**src/rtl/btn_event_pkg.sv**
```systemverilog
// Shared definitions for the button event block.
// Contents:
//   btn_state_t  - FSM state encoding (IDLE / DOWN / REPEAT)
//   clog2        - bit width needed to hold values 0..v-1 (minimum 1)
//   max_int      - larger of two integers, used to size the shared timer
package btn_event_pkg;

  typedef enum logic [1:0] {
    ST_IDLE   = 2'd0,
    ST_DOWN   = 2'd1,
    ST_REPEAT = 2'd2
  } btn_state_t;

  // Width that can represent every value 0..v-1.
  function automatic int clog2(input int v);
    int r;
    r = 1;
    for (int i = 1; i < 31; i++) begin
      if ((32'd1 << i) < 32'(v)) r = i + 1;
    end
    return r;
  endfunction

  function automatic int max_int(input int a, input int b);
    return (a > b) ? a : b;
  endfunction

endpackage

```
**src/rtl/btn_event_cycle_timer.sv**
```systemverilog
// Up-counter with synchronous clear and a programmable terminal count.
// Ports:
//   clk, rst  - clock, asynchronous active-high reset
//   clr       - clear count to 0 (wins over inc)
//   inc       - advance count by one
//   tc_val    - terminal count value compared against the current count
//   tc        - high while count == tc_val
// The owner clears the counter on terminal count, so it never wraps.
module cycle_timer #(
  parameter int W = 4
) (
  input  logic         clk,
  input  logic         rst,
  input  logic         clr,
  input  logic         inc,
  input  logic [W-1:0] tc_val,
  output logic         tc
);

  logic [W-1:0] count;

  always_ff @(posedge clk or posedge rst) begin
    if (rst) begin
      count <= '0;
    end else if (clr) begin
      count <= '0;
    end else if (inc) begin
      count <= count + W'(1);
    end
  end

  assign tc = (count == tc_val);

endmodule

```
**src/rtl/btn_event.sv**
```systemverilog
// Converts a debounced button level into single-cycle event pulses.
// Ports:
//   clk, rst       - clock, asynchronous active-high reset
//   btn_db         - debounced button level, synchronous to clk
//   en             - event enable; low forces IDLE and suppresses pulses
//   press          - pulse on a recognised 0->1 transition
//   release_pulse  - pulse when the button is let go while DOWN or REPEAT
//   long_press     - pulse when the hold reaches LONG_CYCLES edges
//   repeat_pulse   - pulse every REPEAT_CYCLES edges after long_press
//   held           - level, high while DOWN or REPEAT
//   state          - current FSM state, for observation
// All outputs are registered.
module btn_event
  import btn_event_pkg::*;
#(
  parameter int LONG_CYCLES   = 50000000,
  parameter int REPEAT_CYCLES = 10000000
) (
  input  logic       clk,
  input  logic       rst,
  input  logic       btn_db,
  input  logic       en,
  output logic       press,
  output logic       release_pulse,
  output logic       long_press,
  output logic       repeat_pulse,
  output logic       held,
  output btn_state_t state
);

  localparam int CNT_W = clog2(max_int(LONG_CYCLES, REPEAT_CYCLES));
  localparam logic [CNT_W-1:0] LONG_TC   = CNT_W'(LONG_CYCLES - 1);
  localparam logic [CNT_W-1:0] REPEAT_TC = CNT_W'(REPEAT_CYCLES - 1);

  btn_state_t       next_state;
  logic             prev;
  logic             timer_clr;
  logic             timer_inc;
  logic             timer_tc;
  logic [CNT_W-1:0] tc_val;
  logic             press_d;
  logic             release_d;
  logic             long_d;
  logic             repeat_d;

  // One timer serves both phases; its terminal count follows the state.
  assign tc_val = (state == ST_DOWN) ? LONG_TC : REPEAT_TC;

  cycle_timer #(
    .W(CNT_W)
  ) u_timer (
    .clk    (clk),
    .rst    (rst),
    .clr    (timer_clr),
    .inc    (timer_inc),
    .tc_val (tc_val),
    .tc     (timer_tc)
  );

  // Release is checked before terminal count so it wins on a collision.
  always_comb begin
    next_state = state;
    timer_clr  = 1'b0;
    timer_inc  = 1'b0;
    press_d    = 1'b0;
    release_d  = 1'b0;
    long_d     = 1'b0;
    repeat_d   = 1'b0;
    if (!en) begin
      next_state = ST_IDLE;
      timer_clr  = 1'b1;
    end else begin
      case (state)
        ST_IDLE: begin
          timer_clr = 1'b1;
          if (btn_db && !prev) begin
            next_state = ST_DOWN;
            press_d    = 1'b1;
          end
        end
        ST_DOWN: begin
          if (!btn_db) begin
            next_state = ST_IDLE;
            release_d  = 1'b1;
            timer_clr  = 1'b1;
          end else if (timer_tc) begin
            next_state = ST_REPEAT;
            long_d     = 1'b1;
            timer_clr  = 1'b1;
          end else begin
            timer_inc = 1'b1;
          end
        end
        ST_REPEAT: begin
          if (!btn_db) begin
            next_state = ST_IDLE;
            release_d  = 1'b1;
            timer_clr  = 1'b1;
          end else if (timer_tc) begin
            repeat_d  = 1'b1;
            timer_clr = 1'b1;
          end else begin
            timer_inc = 1'b1;
          end
        end
        default: begin
          next_state = ST_IDLE;
          timer_clr  = 1'b1;
        end
      endcase
    end
  end

  // prev resets (and is held) at 1 so a press always needs a fresh 0->1
  // edge after reset or after enable returns.
  always_ff @(posedge clk or posedge rst) begin
    if (rst) begin
      state         <= ST_IDLE;
      prev          <= 1'b1;
      press         <= 1'b0;
      release_pulse <= 1'b0;
      long_press    <= 1'b0;
      repeat_pulse  <= 1'b0;
      held          <= 1'b0;
    end else begin
      state         <= next_state;
      prev          <= en ? btn_db : 1'b1;
      press         <= press_d;
      release_pulse <= release_d;
      long_press    <= long_d;
      repeat_pulse  <= repeat_d;
      held          <= (next_state != ST_IDLE);
    end
  end

endmodule
```
**config.mk**
```make
export PLATFORM = sky130hd
export DESIGN_NAME = btn_event
export DESIGN_NICKNAME = d
export VERILOG_FILES = /design/src/rtl/btn_event_pkg.sv /design/src/rtl/btn_event_cycle_timer.sv /design/src/rtl/btn_event.sv
export SDC_FILE = /design/constraint.sdc
export NUM_CORES = 1
export LEC_CHECK = 0
export ABC_CLOCK_PERIOD_IN_PS = 1930
export BUFFER_PORTS_ARGS = -buffer_cell sky130_fd_sc_hd__buf_2
export CAP_MARGIN = 5
export CORE_AREA = 5 5 65 67
export CTS_CLUSTER_SIZE = 16
export DETAILED_ROUTE_END_ITERATION = 10
export DIE_AREA = 0 0 70 72
export PLACE_DENSITY_LB_ADDON = 0.12
export RECOVER_POWER = 100
export SLEW_MARGIN = 20
export SYNTH_ARGS = -nofsm -noshare
export SYNTH_HDL_FRONTEND = slang
export SYNTH_SLANG_ARGS = --single-unit
```
**constraint.sdc**
```tcl
create_clock -name clk -period 1.93 [get_ports clk]
set_input_delay 0.386 -clock clk [delete_from_list [all_inputs] [get_ports clk]]
set_output_delay 0.386 -clock clk [all_outputs]
set_load 0.05 [all_outputs]
```
==> After elaboration in Yosys (flattened, before gate mapping) <==
Cells that the tools add are included.
{ "word_totals": {"register_bits": 34, "out_inout_bits": 7, "word_cells": 47, "inputBits": 4} }
{ "op_classes": {"addsub": 1, "mux": 29, "n_reduce_logical": 6, "eq_ne": 3} }
{ "op_table": {"columns": ["op", "count"], "rows": [
  ["two-way mux 26 bit", 3],
  ["adder 26 x 1 -> 26 bit (second input constant)", 1],
  ["equality test 26 bit", 1],
  ["two-way mux 1 bit", 20],
  ["two-way mux 2 bit", 5],
  ["one-hot mux 2 bit (3 select lines)", 1],
  ["nonzero test 2 bit", 2],
  ["equality test 2 x 1 -> 1 bit (second input constant)", 1],
  ["equality test 2 bit (second input constant)", 1],
  ["logical NOT 2 bit", 1],
  ["OR reduction 2 bit", 1],
  ["logical AND 1 bit", 1],
  ["logical NOT 1 bit", 1]
]} }

==> Logic depth before layout (Yosys ltp) <==
{ "depth": {"depth_word": 9, "mapped_depth": 9, "depth_no_buf": 7} }

==> By module <==
A second synthesis with hierarchy kept.
{ "hier_totals": {"hier_cells": 224, "area_unflattened_um2": 2092.0} }
{ "by_module_without_submodules": {"columns": ["mod", "seq_area_each_um2", "area_per_inst_um2", "cells_each", "n_inst"], "rows": [
  ["cycle_timer", 650.6, 1670.4, 182, 1],
  ["btn_event", 201.4, 421.7, 42, 1]
]} }

==> Worst setup path before layout <==
Ideal clock, no wire load.
{ "synth_path": {"kind": "reg2reg", "startpoint": "reg state[1]", "endpoint": "reg held", "required_time_ns": 1.806, "setup_ns": 0.124, "n_path_buf": 0, "path_stages_with_launch": 7, "slack_ns": -0.162, "period_less_slack_ns": 2.092, "arrival_time_ns": 1.968, "path_cell_list": "dfrtp_1 > inv_1 > ha_1 > nor4_1 > o211ai_1 > o31a_1 > or2_1"} }
{ "synth_via": {"elab_chain_cells": 8, "elab_cells_between_ends": 12, "classes_between": "eq/ne (3); mux (7); reduce/logical (2)"} }
{ "synth_rtl": {"columns": ["item", "line_no", "text"], "rows": [
  ["start, declared", "btn_event.sv:28", "output btn_state_t state"],
  ["start signal, assigned", "btn_event.sv:126", "state <= next_state;"],
  ["equality test 2 x 1 -> 1 bit", "btn_event.sv:47, btn_event.sv:73", null],
  ["two-way mux 26 bit", "btn_event.sv:47", "assign tc_val = (state == ST_DOWN) ? LONG_TC : REPEAT_TC;"],
  ["equality test 26 bit", "btn_event_cycle_timer.sv:32", "assign tc = (count == tc_val);"],
  ["two-way mux 2 bit", "btn_event.sv:86", "end else if (timer_tc) begin"],
  ["two-way mux 2 bit", "btn_event.sv:82", "if (!btn_db) begin"],
  ["one-hot mux 2 bit (3 select lines) (*)", "btn_event.sv:73", "case (state)"],
  ["two-way mux 2 bit (*)", "btn_event.sv:69", "if (!en) begin"],
  ["net next_state[0]", "btn_event.sv:35", "btn_state_t next_state;"],
  ["nonzero test 2 bit (*)", "btn_event.sv:132", "held <= (next_state != ST_IDLE);"],
  ["end signal, assigned", "btn_event.sv:132", null],
  ["end, declared", "btn_event.sv:27", "output logic held,"]
]} }
Mark *: on every way through the listed nets, which the timed path passes. The rest lies on a longest branch.
A chain may end at the register's enable or synchronous reset.

==> Worst setup path in the final report <==
{ "layout_path": {"startpoint": "reg u_timer.count[24]", "endpoint": "reg held"} }
{ "layout_via": {"elab_chain_cells": 6} }
{ "layout_rtl": {"columns": ["item", "line_no", "text"], "rows": [
  ["start, declared", "btn_event_cycle_timer.sv:20", "logic [W-1:0] count;"],
  ["start signal, assigned", "btn_event_cycle_timer.sv:28", "count <= count + W'(1);"],
  ["equality test 26 bit", "btn_event_cycle_timer.sv:32", null],
  ["two-way mux 2 bit", "btn_event.sv:86", null],
  ["two-way mux 2 bit", "btn_event.sv:82", null],
  ["one-hot mux 2 bit (3 select lines)", "btn_event.sv:73", null],
  ["two-way mux 2 bit", "btn_event.sv:69", null],
  ["net next_state[0]", "btn_event.sv:35", null],
  ["nonzero test 2 bit", "btn_event.sv:132", null]
]} }
The timed path passes the listed nets, and every way through them passes these cells.

==> PnR_summary.wiki <==
{| class="wikitable"
! Metric !! Value
|-
| Result of the run || finished, violations left
|-
| Violated checks || negative setup slack
|-
| Via Count || 1309
|-
| Final setup skew || 0.00947 ns
|-
| Vertical extent of the die || 72 um
|-
| Primary flip-flop cell chosen by synthesis mapping || sky130_fd_sc_hd__dfrtp_1
|-
| Deepest clock path buffer count || 2
|-
| Clock insertion delay at the later pin of the skew report || 0.34 ns
|-
| FFs w/ async S/R, synth || 100%
|-
| Clock input transition at the sequential cells of the worst setup and hold paths || 0.10 ns
|-
| Clock sink count || 34
|-
| Post-route standard cell area excluding fillers || 2180 um2
|-
| Routed wire length || 3640 um
|-
| Mapped Avg Cell Area || 9.80 um2
|-
| Count of final setup violators || 26
|-
| Unrepaired setup endpoints after global routing || true
|-
| Final net count || 218
|-
| Largest voltage drop on the vdd net || 0.299 mV
|-
| CTS H-Tree Depth || 2
|-
| Worst setup path category || register to register
|-
| Number of instances in the synthesized netlist || 176
|-
| Critical Path End Type || register
|-
| Lkg Pwr || 0.872 nW
|-
| Peak clock frequency supported by timing || 504 MHz
|-
| Placeable core region || 3580 um2
|-
| Drt first-iter violations || 70
|-
| Cell chosen for the clock root || sky130_fd_sc_hd__clkbuf_4
|-
| Final Critical Period || 1.99 ns
|-
| Least-Margin Pin Slew || 0.760 ns
|-
| Effective utilization at floorplan || 48.2%
|-
| WHS || 0.266 ns
|-
| Arr. time, crit path || 2.23 ns
|-
| Layout cell share with drive strength beyond 1 || 24.3%
|-
| Die footprint || 5040 um2
|-
| DR pass1 iterations || 4
|-
| Total congestion overflow after global routing || 0
|-
| Number of distinct library cell variants in the gate-level netlist after synthesis || 36
|-
| Half-perimeter wire length of the detailed placement result || 2570 um
|-
| Post-route clock period utilization || 103%
|-
| Critical path peak fanout || 2
|-
| Required time worst endpoint || 2.17 ns
|-
| Chip Width || 70 um
|-
| Slack of the worst reg-to-reg path || -0.06 ns
|-
| Sequential area share after synthesis || 49.4%
|-
| CTS Buf Count || 5
|-
| Maximum number of pins on one net before global-route repair || 32
|-
| Number of global-route vias before repair || 1374
|-
| Count of max-cap constraint violations || 0
|-
| Tightest Hold Check Type || input pin to register
|-
| Power Dens Cells || 555 nW/um2
|-
| Final antenna-violating net count || 0
|-
| Global Route Usage Sum || 16.2%
|-
| Area growth, synth to finish || 26.3%
|-
| Final core utilization || 60.9%
|-
| Synthesized Nets || 185
|-
| Max-slew violation total from the final report || 0
|-
| Antenna diode instance count || 0
|-
| Nature of the critical path startpoint || register
|-
| Post-Place Cell Area || 1970 um2
|-
| Post-synthesis instance area || 1730 um2
|-
| Site Rows || 22
|-
| WL per Instance || 14.1 um
|-
| Num ports || 11
|-
| DRC errors left || 0
|-
| Number of enable-type register cells in the synthesized netlist || 0
|-
| TritonCTS clock tree || done
|-
| Input/output buffers || 10
|-
| Final count of hold timing violations || 0
|-
| Vias per std cell || 5.07
|-
| Global-route wire length before repair || 6330 um
|-
| Headroom to the max-slew limit || 49.3%
|-
| Final Worst Setup Slack || -0.0554 ns
|-
| RD Place Congestion || 0.821
|-
| Flip-flop and latch count after synthesis || 34
|-
| Antenna violations before repair || 0
|-
| Synth warn || 0
|}
## worst paths after layout
kind | startpoint | to | cells after the start
worst max register to register | u_timer.count[24] | held | 5
worst max-delay path | u_timer.count[24] | held | 5
worst min register to register | u_timer.count[0] | u_timer.count[0] | 1
min in group asynchronous | rst | release_pulse | 3
worst min-delay path | en | prev | 2
max in group asynchronous | rst | state[1] | 4
## power by group
group / switching (mW) / internal, mW / leakage, nW
Sequential: 0.00269 / 0.717 / 0.467
Clock: 0.246 / 0.176 / 0.0353
Combinational: 0.0461 / 0.0195 / 0.369
## metrics by stage
step | power, mW | setup slack (ns) | cells | setup TNS [ns]
floorplan | 0.773 | 0.00701 | 176 | 0
global placement | 0.793 | -0.0402 | 246 | -0.0402
detailed placement | 0.795 | -0.0614 | 246 | -0.0798
CTS | 1.22 | -0.0549 | 256 | -0.0549
global route | 1.27 | -0.141 | 258 | -3.09
finish | 1.21 | -0.0554 | 258 | -0.895
## metal layers
metal	GRT usage (%)	share of wire, %
met5	0	0
met4	8.51	2.8
met3	3.60	3.0
met2	26.7	48
met1	20.1	46
## sequential cells by signal (all words and copies together) (netlist names)
signal	count
u_timer.count	26
state	2
held	1
long_press	1
press	1
prev	1
release_pulse	1
repeat_pulse	1
## placed cells by master (no fill, tap or decap), drive strengths merged, types with 2 or more instances in the layout
master / count
or4b: 2
inv: 7
and2: 2
and4: 4
xnor2: 12
nand3b: 2
buf: 19
nor2: 33
nor4: 6
nand2b: 5
a21oi: 2
nand2: 11
ha: 5
o211ai: 2
xor2: 12
clkbuf: 18
or3: 2
nand4: 5
nor3: 2
and3: 2
dfrtp: 33
nand3: 12
## cells by family after synthesis
logic type,Yosys count,share of synthesized area (%)
flops,34,49.4
simple gates,92,28.1
xor+xnor,24,12.2
compound gates,9,3.55
fa+ha+maj,5,3.63
buf+inv,12,3.19
## layout make-up
type	count	area [um2]
Timing Repair Buffer	31	245
Clock buffer	7	55.1
Tap cell	48	60.1
Sequential cell	34	855
Inverter	7	26.3
Multi-Input combinational cell	130	932
Clock inverter	1	5.00
Fill cell	316	1400
## repair_timing
item	CTS	global route
buffers inserted	1	0
gates cloned	0	2
resized for setup	0	26
hold endpoints to repair	2	0
pin swaps	3	15
setup endpoints to repair	25	26
hold buffers	1	0
## Yosys cell counts (all sizes together), types with 5 or more instances
library cell  count  area, um2
dfrtp            33        826
nor2             33        124
nand3            12       60.1
xnor2            12        105
xor2             12        105
nand2            11       41.3
inv               7       26.3
nor4              6       43.8
ha                5       62.6
nand2b            5       31.3
nand4             5       31.3
## critical path, stage by stage (launching register included)
cell                       delay, ns
sky130_fd_sc_hd__dfrtp_1        0.39
sky130_fd_sc_hd__or4b_4         0.55
sky130_fd_sc_hd__nor4_4         0.30
sky130_fd_sc_hd__o211ai_1       0.16
sky130_fd_sc_hd__o31a_1         0.27
sky130_fd_sc_hd__or2_1          0.23
No activity file was read; power rests on OpenSTA's default activity.
